### config.mk
export PLATFORM = sky130hd
export DESIGN_NAME = dmem_access_ctrl_flat
export DESIGN_NICKNAME = d
export VERILOG_FILES = /design/src/rtl/dmem_access_ctrl_if.sv /design/src/rtl/dmem_access_ctrl.sv /design/src/flat_wrapper.sv
export SDC_FILE = /design/constraint.sdc
export NUM_CORES = 1
export LEC_CHECK = 0
export BUFFER_PORTS_ARGS = -buffer_cell sky130_fd_sc_hd__clkbuf_2
export CAP_MARGIN = 20
export CORE_AREA = 2 2 132 134
export CTS_CLUSTER_SIZE = 12
export DETAILED_ROUTE_END_ITERATION = 12
export DIE_AREA = 0 0 134 136
export GPL_TIMING_DRIVEN = 0
export SLEW_MARGIN = 5
export SYNTH_ARGS = -nofsm -noshare
export SYNTH_HDL_FRONTEND = slang
export SYNTH_SLANG_ARGS = --single-unit
export TNS_END_PERCENT = 10
### constraint.sdc
create_clock -name clk -period 3.3 [get_ports clk]
set_clock_uncertainty 0.1 [all_clocks]
set_input_delay 0.66 -clock clk [delete_from_list [all_inputs] [get_ports clk]]
set_output_delay 0.66 -clock clk [all_outputs]
set_load 0.005 [all_outputs]
### src/rtl/dmem_access_ctrl_if.sv
// CPU-side request/response handshake and data-memory bus
// for the data-memory access controller.
interface dmem_access_ctrl_if;
    logic        req_valid;
    logic        req_ready;
    logic        req_write;
    logic [1:0]  req_size;
    logic        req_signed;
    logic [31:0] req_addr;
    logic [31:0] req_wdata;
    logic        resp_valid;
    logic        resp_err;
    logic [31:0] resp_rdata;
    logic [31:0] memAddr;
    logic [31:0] memWriteData;
    logic        MemWrite;
    logic        MemRead;
    logic [31:0] memReadData;

    modport slave (
        input  req_valid, req_write, req_size, req_signed,
        input  req_addr, req_wdata, memReadData,
        output req_ready, resp_valid, resp_err, resp_rdata,
        output memAddr, memWriteData, MemWrite, MemRead
    );

    modport master (
        output req_valid, req_write, req_size, req_signed,
        output req_addr, req_wdata, memReadData,
        input  req_ready, resp_valid, resp_err, resp_rdata,
        input  memAddr, memWriteData, MemWrite, MemRead
    );
endinterface

### src/rtl/dmem_access_ctrl.sv
// Data-memory initiator: byte/half/word loads and stores,
// sub-word stores as read-modify-write over a registered-read memory.
module dmem_access_ctrl #(
    parameter int DMEM_WORDS  = 1024,
    parameter bit CHECK_RANGE = 1'b1
) (
    input logic clk,
    input logic reset,
    dmem_access_ctrl_if.slave bus
);
    typedef enum logic [2:0] {IDLE, RD1, RD2, WR, DONE} state_t;

    localparam logic [1:0]  SZ_B  = 2'b00;
    localparam logic [1:0]  SZ_H  = 2'b01;
    localparam logic [1:0]  SZ_W  = 2'b10;
    localparam logic [31:0] WORDS = 32'(DMEM_WORDS);

    state_t      state;
    logic        wr_q;
    logic        sgn_q;
    logic [1:0]  size_q;
    logic [31:0] addr_q;
    logic [31:0] wdata_q;

    logic        req_err;
    logic [4:0]  bshift;
    logic [4:0]  hshift;
    logic [31:0] bsel;
    logic [15:0] hsel;
    logic [31:0] ld_data;
    logic [31:0] merged;

    assign bus.req_ready = (state == IDLE) && !reset;

    always_comb begin
        req_err = 1'b0;
        unique case (1'b1)
            bus.req_size == SZ_B: req_err = 1'b0;
            bus.req_size == SZ_H: req_err = bus.req_addr[0];
            bus.req_size == SZ_W: req_err = |bus.req_addr[1:0];
            default:              req_err = 1'b1;
        endcase
        if (CHECK_RANGE && ({2'b00, bus.req_addr[31:2]} >= WORDS))
            req_err = 1'b1;
    end

    // Lane selection is little-endian within the word.
    always_comb begin
        bshift  = {addr_q[1:0], 3'b000};
        hshift  = {addr_q[1], 4'b0000};
        bsel    = bus.memReadData >> bshift;
        hsel    = addr_q[1] ? bus.memReadData[31:16]
                            : bus.memReadData[15:0];
        ld_data = bus.memReadData;
        merged  = bus.memReadData;
        unique case (1'b1)
            size_q == SZ_B: begin
                ld_data = sgn_q ? {{24{bsel[7]}}, bsel[7:0]}
                                : {24'h0, bsel[7:0]};
                merged  = (bus.memReadData & ~(32'hFF << bshift))
                        | ({24'h0, wdata_q[7:0]} << bshift);
            end
            size_q == SZ_H: begin
                ld_data = sgn_q ? {{16{hsel[15]}}, hsel}
                                : {16'h0, hsel};
                merged  = (bus.memReadData & ~(32'hFFFF << hshift))
                        | ({16'h0, wdata_q[15:0]} << hshift);
            end
            default: begin
                ld_data = bus.memReadData;
                merged  = bus.memReadData;
            end
        endcase
    end

    always_ff @(posedge clk) begin
        if (reset) begin
            state            <= IDLE;
            wr_q             <= 1'b0;
            sgn_q            <= 1'b0;
            size_q           <= 2'b00;
            addr_q           <= 32'h0;
            wdata_q          <= 32'h0;
            bus.resp_valid   <= 1'b0;
            bus.resp_err     <= 1'b0;
            bus.resp_rdata   <= 32'h0;
            bus.memAddr      <= 32'h0;
            bus.memWriteData <= 32'h0;
            bus.MemWrite     <= 1'b0;
            bus.MemRead      <= 1'b0;
        end else begin
            unique case (state)
                IDLE: begin
                    if (bus.req_valid) begin
                        wr_q    <= bus.req_write;
                        sgn_q   <= bus.req_signed;
                        size_q  <= bus.req_size;
                        addr_q  <= bus.req_addr;
                        wdata_q <= bus.req_wdata;
                        if (req_err) begin
                            bus.resp_valid <= 1'b1;
                            bus.resp_err   <= 1'b1;
                            state          <= DONE;
                        end else if (bus.req_write && bus.req_size == SZ_W) begin
                            bus.memAddr      <= {bus.req_addr[31:2], 2'b00};
                            bus.memWriteData <= bus.req_wdata;
                            bus.MemWrite     <= 1'b1;
                            state            <= WR;
                        end else begin
                            bus.memAddr <= {bus.req_addr[31:2], 2'b00};
                            bus.MemRead <= 1'b1;
                            state       <= RD1;
                        end
                    end
                end
                RD1: state <= RD2;
                RD2: begin
                    bus.MemRead <= 1'b0;
                    if (wr_q) begin
                        bus.memWriteData <= merged;
                        bus.MemWrite     <= 1'b1;
                        state            <= WR;
                    end else begin
                        bus.resp_rdata <= ld_data;
                        bus.resp_valid <= 1'b1;
                        state          <= DONE;
                    end
                end
                WR: begin
                    bus.MemWrite   <= 1'b0;
                    bus.resp_valid <= 1'b1;
                    state          <= DONE;
                end
                DONE: begin
                    bus.resp_valid <= 1'b0;
                    bus.resp_err   <= 1'b0;
                    state          <= IDLE;
                end
                default: state <= IDLE;
            endcase
        end
    end
endmodule
### src/flat_wrapper.sv
// flat-port wrapper written by rule: the top's interface ports become plain ports
module dmem_access_ctrl_flat 
#(
    parameter int DMEM_WORDS  = 1024,
    parameter bit CHECK_RANGE = 1'b1
)
  (clk, reset, bus_req_valid, bus_req_write, bus_req_size, bus_req_signed, bus_req_addr, bus_req_wdata, bus_memReadData, bus_req_ready, bus_resp_valid, bus_resp_err, bus_resp_rdata, bus_memAddr, bus_memWriteData, bus_MemWrite, bus_MemRead);
  dmem_access_ctrl_if bus_i ();
  input logic clk;
  input logic reset;
  input wire logic [$bits(bus_i.req_valid)-1:0] bus_req_valid;
  input wire logic [$bits(bus_i.req_write)-1:0] bus_req_write;
  input wire logic [$bits(bus_i.req_size)-1:0] bus_req_size;
  input wire logic [$bits(bus_i.req_signed)-1:0] bus_req_signed;
  input wire logic [$bits(bus_i.req_addr)-1:0] bus_req_addr;
  input wire logic [$bits(bus_i.req_wdata)-1:0] bus_req_wdata;
  input wire logic [$bits(bus_i.memReadData)-1:0] bus_memReadData;
  output wire logic [$bits(bus_i.req_ready)-1:0] bus_req_ready;
  output wire logic [$bits(bus_i.resp_valid)-1:0] bus_resp_valid;
  output wire logic [$bits(bus_i.resp_err)-1:0] bus_resp_err;
  output wire logic [$bits(bus_i.resp_rdata)-1:0] bus_resp_rdata;
  output wire logic [$bits(bus_i.memAddr)-1:0] bus_memAddr;
  output wire logic [$bits(bus_i.memWriteData)-1:0] bus_memWriteData;
  output wire logic [$bits(bus_i.MemWrite)-1:0] bus_MemWrite;
  output wire logic [$bits(bus_i.MemRead)-1:0] bus_MemRead;
  assign bus_i.req_valid = bus_req_valid;
  assign bus_i.req_write = bus_req_write;
  assign bus_i.req_size = bus_req_size;
  assign bus_i.req_signed = bus_req_signed;
  assign bus_i.req_addr = bus_req_addr;
  assign bus_i.req_wdata = bus_req_wdata;
  assign bus_i.memReadData = bus_memReadData;
  assign bus_req_ready = bus_i.req_ready;
  assign bus_resp_valid = bus_i.resp_valid;
  assign bus_resp_err = bus_i.resp_err;
  assign bus_resp_rdata = bus_i.resp_rdata;
  assign bus_memAddr = bus_i.memAddr;
  assign bus_memWriteData = bus_i.memWriteData;
  assign bus_MemWrite = bus_i.MemWrite;
  assign bus_MemRead = bus_i.MemRead;
  dmem_access_ctrl #(.DMEM_WORDS(DMEM_WORDS), .CHECK_RANGE(CHECK_RANGE)) u_core (.clk(clk), .reset(reset), .bus(bus_i));
endmodule
# Word level (Yosys, flattened, before mapping)

Cells that the tools add are included.

Flip-flop bits (word level): 123
Latch bits: 0
Bits in writable memories: 0
ROM bits: 0
Input bits: 103
Output and inout bits: 101
Word-level logic and storage cells: 91
Memories: 0

Add/sub/neg operators: 0
$mul: 0
Divide/modulo/power cells: 0
$lt $le $gt $ge: 1
Equality and inequality tests: 14
Shift operators: 5
Muxes and demuxes: 31
Bitwise gates (word level): 8
Reduce and logical (&&, ||, !) cells: 19

Operators with widths:

| kind                  | number |
|---|---|
| $mux 32               | 6 |
| $pmux 32 s2           | 3 |
| $and 32x32->32        | 2 |
| $not 32->32           | 2 |
| $or 32x32->32         | 2 |
| $shl 16x5->32         | 1 |
| $shl 16x5->32 const A | 1 |
| $shl 8x5->32          | 1 |
| $shl 8x5->32 const A  | 1 |
| $shr 32x5->8          | 1 |
| $ge 30x11->1 const B  | 1 |
| $mux 16               | 1 |
| $pmux 3 s4            | 1 |
| $mux 1                | 11 |
| $ne 2x2->1 const B    | 5 |
| $reduce_and 5->1      | 2 |
| $mux 3                | 3 |
| $reduce_and 4->1      | 2 |
| $eq 3x2->1 const B    | 2 |
| $pmux 1 s3            | 2 |
| $reduce_and 3->1      | 2 |
| $eq 2x1->1 const B    | 2 |
| $logic_not 2->1       | 2 |
| $ne 2x1->1 const B    | 2 |
| other kinds (15)      | 20 |

# Depth between registers and ports, before layout

Gate-level depths: netlist of the first run.

Depth after elaboration: 7
Gate-level depth with buffers: 8
Gate-level depth less buffers: 5

# Worst setup path before layout of the first run

No wires, ideal clock.

Path kind: input -> output
From: input reset
To: output bus_req_ready
Arrival time: 1.599 ns
Required time: 2.540 ns
Setup slack: 0.941 ns
Stages: 4
Path buffers: 3
Path through: clkbuf_1 -> buf_1 -> clkbuf_1 -> nor2_1

Word-level cells in the longest chain between the ends: 2

Ends and longest elaborated chain:

| what              | RTL line               | source |
|---|---|---|
| from (decl)       | flat_wrapper.sv:10     | `input logic reset;` |
| $logic_not 1->1   | dmem_access_ctrl.sv:33 | `assign bus.req_ready = (state == IDLE) && !reset;` |
| $logic_and 1x1->1 | dmem_access_ctrl.sv:33 |  |
| to (decl)         | flat_wrapper.sv:18     | `output wire logic [$bits(bus_i.req_ready)-1:0] bus_req_ready;` |

Every way passes these cells.

# Final worst setup path of the first run

Ends and elaborated chain as after synthesis.

==> impl_metrics.toml, run 1 <==
[drt]
firstDrtPassIters = 6
vias_per_cell = 5.23
wl_um = 21000
ant_nets = 0
route.detailed.drc = 0
vias = 6009
drt_iter0_drc = 518
wire_per_inst_um = 18.3

[synthesis]
synth_area_leader_cell = "dfxtp_1"
avgSynthCellArea_um2 = 8.32
synth-compound-area-share = 0.258
synthXorXnorAreaFrac = 0
yosysMostFrequentCell = "nand2_1"
yosysSeqAreaShare = 0.428
synth_area_um2 = 5750
synth_top_area_share = 0.428
synth_top_family_by_area = "compound AO/OA/AOI/OAI gates"
yosys.area_share.simple = 0.205
synth_ff_type = "dfxtp_1"
synthAdderAreaFrac = 0
synth_edf_count = 0
ys_seq_elements = 123
muxShareOfSynthArea = 0.0479
synth_area_leaders = "dfxtp_1 (43%), nand2_1 (8.1%), nor2_1 (5.6%), mux2i_1 (4.0%), a22o_1 (3.7%)"
yosysWarnings = 0
ys_types = 52
ys_async_sr_fraction = 0
synthCells = 691
synth.top_cells.by_count = "nand2_1 (124), dfxtp_1 (123), nor2_1 (86)"

[global_route]
grt_util_met1 = 0.302
grt-ovfl-total = 0
grt_pass1_vias = 5732
grt_pass1_wl_um = 32100
use_met2 = 0.361
track_usage = 0.232
grt_max_degree = 17
grt_antenna_before_repair = 0
grt_use_met3 = 0.0604
top_usage_layer = "met2"

[cts]
cts_tree = "done"
cts_sinks = 123
clk_pin_slew_ns = 0.06
cts_buffers = 17
clockRootBuffer = "clkbuf_16"
clkLatencyLatePin_ns = 0.42
max-clock-path-buffers = 2
h-tree-depth = 4
ctsHoldBuffers = 0
post_cts_resized = 0
post-cts-setup-buffer-count = 0

[pwr]
power.density_nw_per_um2 = 520
ir_drop_mv = 0.360
finalPower_mw = 3.96
power.leakage_nw = 3.24

[final_layout]
syn2layout_area_growth_pct = 32.6
drive_gt1_frac = 0.295
fin_nets = 1014
finalNonFillerCells = 1149
antenna_cells = 0

[hold_path]
hp-class = "flip-flop to flip-flop"

[timing]
setup_viol = 0
drv_slew = 0
fin_crit_sh = 0.929
grt_setup_unrepaired = "false"
finalHoldViolations = 0
worst_pin_slew_ns = 0.644
relSlewSlack = 0.571
setup_slack_ns = 0.233
min_period_ns = 3.07
setup-tns-final_ns = 0
fmax_mhz = 326

[floorplan]
start_util = 0.341
io-pin-count = 204
rows = 48
die_h_um = 136
coreArea_um2 = 16900
die_area_um2 = 18200
die_w_um = 134

[critical_path]
critPathMaxFanout = 10
arrival_ns = 2.31
worstSetupPathType = "input port to output port"
critPathLaunchType = "input port"
crit_path_end_kind = "output port"
cp.required_ns = 2.54

[placement]
dpl.hpwl_um = 16200
placed_cells = 1117
portBuffers = 200
place.gp.congestion = 0.960
pre_cts_ws_ns = 0.206

[job]
cap_violations = 0

[status]
outcome = "finished, final reports clean"
placed cells by master, fill, tap and decap left out, types with 10 or more instances in the layout:
| cell | netlist | routed |
|---|---|---|
| clkbuf_16 | 0 | 17 |
| inv_1 | 16 | 16 |
| a211oi_1 | 23 | 23 |
| and2_1 | 23 | 23 |
| dfxtp_1 | 123 | 123 |
| a22o_1 | 24 | 24 |
| a21oi_1 | 32 | 32 |
| clkbuf_1 | 31 | 33 |
| a211oi_2 | 10 | 10 |
| nor2_1 | 86 | 86 |
| mux2i_1 | 23 | 23 |
| buf_2 | 14 | 14 |
| a31oi_1 | 19 | 19 |
| clkbuf_2 | 0 | 200 |
| o21ai_0 | 35 | 35 |
| nand2_1 | 124 | 124 |
worst max-delay path: stages:
cell      delay (ns)
clkbuf_1        0.44
buf_1           0.56
clkbuf_1        0.41
nor2_1          0.10
clkbuf_2        0.13
through the flow:
step           hold WS [ns]  utilization  instance area (um2)
4_1_cts               0.362        0.452                 7620
3_5_place_dp          0.344        0.417                 7030
2_1_floorplan         0.349            -                 5750
5_1_grt               0.368        0.452                 7620
6_report              0.360        0.452                 7620
3_3_place_gp          0.342        0.417                 7030
area by class of cell:
type,count,area [um2]
clock inverter,10,115
multi-input combinational,496,2950
fill,1770,9250
clock buffer,22,474
inverter,16,60.1
timing repair buffer,200,1000
sequential,123,2460
buffer,57,280
tap,225,282
cells by family after synthesis:
logic type | Yosys count
other | 1
buffers and inverters | 73
multiplexers | 26
AO/OA/AOI/OAI | 199
AND/OR/NAND/NOR | 269
flip-flops | 123
state kept, by name, summed over array words and instances, names as in the netlist:
name                     cells
u_core.wdata_q              16
u_core.addr_q                2
u_core.size_q                2
u_core.wr_q                  1
u_core.bus.resp_valid        1
u_core.bus.MemRead           1
u_core.bus.memWriteData     32
u_core.bus.MemWrite          1
u_core.bus.resp_err          1
u_core.bus.memAddr          30
u_core.state                 3
u_core.bus.resp_rdata       32
u_core.sgn_q                 1
final timing paths:
kind,startpoint,endpoint,slack [ns],cells after the start
hold / removal,u_core.bus.memAddr[12],u_core.bus.memAddr[12],0.36,1
setup / recovery,reset,bus_req_ready,0.23,5
setup reg to reg,u_core.state[1],u_core.bus.memWriteData[23],0.87,7
hold reg to reg,u_core.bus.memAddr[12],u_core.bus.memAddr[12],0.36,1
power breakdown:
part	switching [mW]	internal, mW	total, mW
Sequential	0.0457	1.53	1.58
Clock	0.693	1.17	1.86
Combinational	0.319	0.201	0.520
metal layers:
metal	wire [um]	part of all wire
met3	1870	0.089
met5	0	0
met2	9240	0.44
met1	9160	0.44
met4	746	0.035
(Power assumes the default switching activity.)
==> run 2, diff against run 1 <==
SETUP_SLACK_MARGIN = 0.4   (was unset)
==> run 2 against run 1 <==
Compared with the run above: global-route usage stayed put; critical path type unchanged; non-clock buffer count unchanged; largest power group unchanged; critical endpoint unchanged; setup slack better by 0.45 ns; wire length is essentially flat.
==> impl_metrics.toml, run 2 (synthesized netlist as in run 1, its figures left out) <==
[critical_path]
crit_top_cell = "clkbuf_2"
path_cells = "clkbuf_2 > buf_2 > clkbuf_1 > nor2_1 > clkbuf_2"
arrival_ns = 1.86
critPathMaxFanout = 10
worstSetupPathType = "input port to output port"
crit_path_end_kind = "output port"
critPathLaunchType = "input port"
slowest_delay_ns = 0.39
cp_num_buf_inv = 4
cp.required_ns = 2.54
critical_path.top_delay_family = "buffers and inverters"
crit_slowest_cell = "clkbuf_1"

[timing]
hold_slack_ns = 0.360
relSlewSlack = 0.573
setup_slack_ns = 0.682
drv_slew = 0
fmax_mhz = 382
setup-tns-final_ns = 0
grt_setup_unrepaired = "false"
min_period_ns = 2.62
worst_pin_slew_ns = 0.641
fin_crit_sh = 0.793
setup_viol = 0
finalHoldViolations = 0

[drt]
wire_per_inst_um = 18.3
vias_per_cell = 5.24
ant_nets = 0
firstDrtPassIters = 5
wl_um = 21000
route.detailed.drc = 0
vias = 6018
drt_iter0_drc = 518

[pwr]
finalPower_mw = 3.96
ir_drop_mv = 0.359
power.density_nw_per_um2 = 520
power.leakage_nw = 3.25

[final_layout]
largest_registers = "u_core.bus.memWriteData: 32 flops, u_core.bus.resp_rdata: 32 flops, u_core.bus.memAddr: 30 flops"
n_fill_cell = 1768
drive_gt1_frac = 0.298
fin_nets = 1014
syn2layout_area_growth_pct = 32.7
antenna_cells = 0
final_cell_mix = "clkbuf_2 (201), nand2_1 (124), dfxtp_1 (123)"
finalNonFillerCells = 1149
layout_commonest_cell = "clkbuf_2"

[cts]
ctsHoldBuffers = 0
cts_sinks = 123
max-clock-path-buffers = 2
clkLatencyLatePin_ns = 0.42
clk_pin_slew_ns = 0.06
cts_tree = "done"
clockRootBuffer = "clkbuf_16"
h-tree-depth = 4
cts_buffers = 17

[global_route]
grt_pass1_vias = 5732
grt-ovfl-total = 0
track_usage = 0.232
grt_pass1_wl_um = 32100
grt_max_degree = 17
grt_antenna_before_repair = 0

[placement]
pre_cts_ws_ns = 0.206
place.gp.congestion = 0.960
dpl.hpwl_um = 16200
placed_cells = 1117
portBuffers = 200

[floorplan]
die_w_um = 134
die_h_um = 136
coreArea_um2 = 16900
io-pin-count = 204
rows = 48
start_util = 0.341
die_area_um2 = 18200

[status]
outcome = "finished, final reports clean"

[hold_path]
hp-class = "flip-flop to flip-flop"

[job]
cap_violations = 0
[run 2: cell types whose count changed in the layout (fill, tap and decap cells not counted)]
cell and delta:
buf_2 +1, clkbuf_1 -1, clkbuf_2 +1, buf_1 -1
[run 2: final timing paths]
kind                                              from                          end  slack, ns  depth (start not counted)
worst min-delay path            u_core.bus.memAddr[12]       u_core.bus.memAddr[12]       0.36                          1
worst min register to register  u_core.bus.memAddr[12]       u_core.bus.memAddr[12]       0.36                          1
worst max-delay path                             reset                bus_req_ready       0.68                          5
worst max register to register         u_core.state[1]  u_core.bus.memWriteData[23]       0.87                          7
[run 2: layout make-up]
class	instances	area, um2	area share
Inverter	16	60.1	0.00788
Multi-Input combinational cell	496	2950	0.387
Clock buffer	22	474	0.0622
Tap cell	225	282	0.0369
Clock inverter	10	115	0.0151
Timing Repair Buffer	200	1000	0.131
Sequential cell	123	2460	0.323
Buffer	57	283	0.0371
[run 2: worst reg2reg max path: cells and delay by family, from the launching register on]
family | cells | cell delay, ns
flops | 1 | 0.33
simple gates | 1 | 0.28
buf+inv | 4 | 1.08
compound gates | 2 | 0.52
[run 2: what timing repair did]
item / in CTS / in global routing
gates resized for setup: 2 / 0
endpoints found under the setup margin: 1 / 0
buffers inserted: 0 / 0
[run 2: layer usage]
metal	global-route usage	up-vias	wire length, um
met2	0.361	308	9150
li1	-	2900	-
met1	0.302	2761	9100
met5	0	-	0
met3	0.0604	49	1930
met4	0.108	0	816
[run 2: through the flow]
stage               area [um2]   util
finish                    7620  0.452
global route              7620  0.452
CTS                       7620  0.452
detailed placement        7030  0.417
global placement          7030  0.417
floorplan                 5750      -
[run 2: power breakdown]
part | switching (mW) | leakage (nW) | total [mW] | internal [mW]
Sequential | 0.0457 | 0.998 | 1.58 | 1.53
Clock | 0.693 | 0.283 | 1.86 | 1.17
Combinational | 0.318 | 1.97 | 0.520 | 0.202
Total | 1.06 | 3.25 | 3.96 | 2.91
==> run 3, diff against run 2 <==
ABC_AREA = 1   (was unset)
CORE_AREA = 2 2 141 143   (was 2 2 132 134)
DIE_AREA = 0 0 143 145   (was 0 0 134 136)
clock period = 2.4 ns   (was 3.3 ns; I/O delays follow)
==> run 3 against run 2 <==
Compared with the run above: sequential cell count stayed put; final area is 13% higher; non-clock buffer count is 14 higher; clock power is 39% higher; register-to-register slack worse by 0.50 ns; utilization is 0.38 points lower; area after synthesis is 14% higher; worst hold slack worse by 0.19 ns; first-iteration DRC count is 27% higher; cell count is 33% higher; wire length is 28% higher; synthesized cell count is 49% higher; largest cell class unchanged; highest routed layer unchanged.
==> impl_metrics.toml, run 3 <==
[synthesis]
synth_edf_count = 0
yosysMostFrequentCell = "nand2_1"
yosysSeqAreaShare = 0.375
ys_types = 38
yosysWarnings = 0
synthCells = 1029
ys_async_sr_fraction = 0
avgSynthCellArea_um2 = 6.39
synth_area_um2 = 6570
synth_ff_type = "dfxtp_1"
synth.top_cells.by_count = "nand2_1 (266), dfxtp_1 (123), nor2_1 (119)"
ys_seq_elements = 123
synth_area_leader_cell = "dfxtp_1"
synth_area_leaders = "dfxtp_1 (37%), nand2_1 (15%), o21ai_0 (7.3%), a21oi_1 (7.2%), nor2_1 (6.8%)"
synth_top_area_share = 0.375

[global_route]
grt_pass1_vias = 7125
grt-ovfl-total = 0
grt_antenna_before_repair = 0
grt_max_degree = 17
track_usage = 0.258
grt_pass1_wl_um = 40600

[cts]
cts_sinks = 123
max-clock-path-buffers = 2
clkLatencyLatePin_ns = 0.44
cts_buffers = 17
clk_pin_slew_ns = 0.06
h-tree-depth = 4
clockRootBuffer = "clkbuf_16"
ctsHoldBuffers = 0
cts_tree = "done"

[final_layout]
ff_latch_area_um2 = 2460
fin_util = 0.448
n_fill_cell = 2096
layout_commonest_cell = "nand2_1"
fin_nets = 1357
multi_input_area_um2 = 3410
antenna_cells = 0
final_cell_mix = "nand2_1 (263), clkbuf_2 (212), dfxtp_1 (122)"
syn2layout_area_growth_pct = 30.9
largest_registers = "u_core.bus.memWriteData: 32 flops, u_core.bus.resp_rdata: 32 flops, u_core.bus.memAddr: 30 flops"
drive_gt1_frac = 0.248

[timing]
fin_crit_sh = 0.847
setup_viol = 0
min_period_ns = 2.03
finalHoldViolations = 0
grt_setup_unrepaired = "true"
worst_pin_slew_ns = 0.632
fmax_mhz = 492
relSlewSlack = 0.578
drv_slew = 0
setup_slack_ns = 0.368

[floorplan]
coreArea_um2 = 19200
die_h_um = 145
die_area_um2 = 20700
start_util = 0.342
die_w_um = 143
io-pin-count = 204
rows = 51

[drt]
wl_um = 27000
vias_per_cell = 5.04
drt_iter0_drc = 659
route.detailed.drc = 0
firstDrtPassIters = 5
vias = 7715
wire_per_inst_um = 17.6
ant_nets = 0

[critical_path]
critPathMaxFanout = 10
crit_path_end_kind = "flip-flop"
arrival_ns = 2.25
worstSetupPathType = "flip-flop to flip-flop"
critPathLaunchType = "flip-flop"
cp.required_ns = 2.62

[status]
outcome = "finished, final reports clean"

[hold_path]
hp-class = "input port to flip-flop"

[placement]
pre_cts_ws_ns = -0.0153
dpl.hpwl_um = 20500
portBuffers = 199
place.gp.congestion = 0.999

[pwr]
power.density_nw_per_um2 = 661
power.leakage_nw = 4.49
ir_drop_mv = 0.567

[job]
cap_violations = 0
[run 3: cells by family (layout without fill, tap and decap cells)]
logic type	after synthesis	after routing	share of synthesized area
other	1	2	0.000570
AOI/OAI and AO/OA	246	246	0.206
buffers and inverters	179	416	0.112
DFF	123	123	0.375
and+or+nand+nor	480	480	0.306
[run 3: cell type report]
| cell class | instances | share of cell area |
|---|---|---|
| Buffer | 66 | 0.0397 |
| Inverter | 113 | 0.0503 |
| Clock buffer | 17 | 0.0494 |
| Timing Repair Buffer | 205 | 0.122 |
| Clock inverter | 15 | 0.0176 |
| Multi-Input combinational cell | 728 | 0.396 |
| Sequential cell | 123 | 0.286 |
| Tap cell | 265 | 0.0385 |
[run 3: repair_timing]
| action | CTS | global route |
|---|---|---|
| setup buffers | 0 | 6 |
| endpoints found under the setup margin | 42 | 82 |
| pin swaps | 0 | 2 |
| resized for setup | 9 | 33 |
[run 3: per-layer routing]
metal / track usage / part of all wire / wire length, um
met4: 0.115 / 0.037 / 1010
met3: 0.0614 / 0.088 / 2370
met5: 0 / 0 / 0
met1: 0.346 / 0.44 / 11800
met2: 0.390 / 0.44 / 11800
[run 3: worst paths after layout]
kind                                          start                          end  slack, ns  cells past startpoint
worst max-delay path                u_core.state[0]  u_core.bus.memWriteData[13]       0.37                      9
worst min-delay path                bus_req_addr[3]        u_core.bus.memAddr[3]       0.17                      3
worst max register to register      u_core.state[0]  u_core.bus.memWriteData[13]       0.37                      9
worst min register to register  u_core.bus.MemWrite          u_core.bus.MemWrite       0.35                      2
[run 3: power by group]
group,internal [mW],leakage [nW],switching [mW]
Sequential,2.10,0.998,0.0503
Clock,1.46,0.285,1.12
Combinational,0.321,3.20,0.629
[run 3: critical path: stages (launching register included)]
cell     delay (ns)
dfxtp_1        0.48
nor2_4         0.08
nand2_2        0.12
inv_2          0.11
o21ai_2        0.24
nand3_4        0.17
buf_6          0.19
buf_8          0.14
a21oi_1        0.22
nor2_1         0.07
[run 3: through the flow]
stage | total power [mW] | hold WS [ns] | instance area [um2] | std cells | setup TNS (ns)
finish | 5.68 | 0.171 | 8610 | 1532 | 0
global route | 5.90 | 0.177 | 8610 | 1532 | 0
CTS | 5.66 | 0.167 | 8490 | 1526 | 0
detailed placement | 3.07 | 0.341 | 7910 | 1494 | -0.0435
global placement | 3.08 | 0.337 | 7910 | 1494 | 0
floorplan | 2.70 | 0.341 | 6580 | 1030 | 0
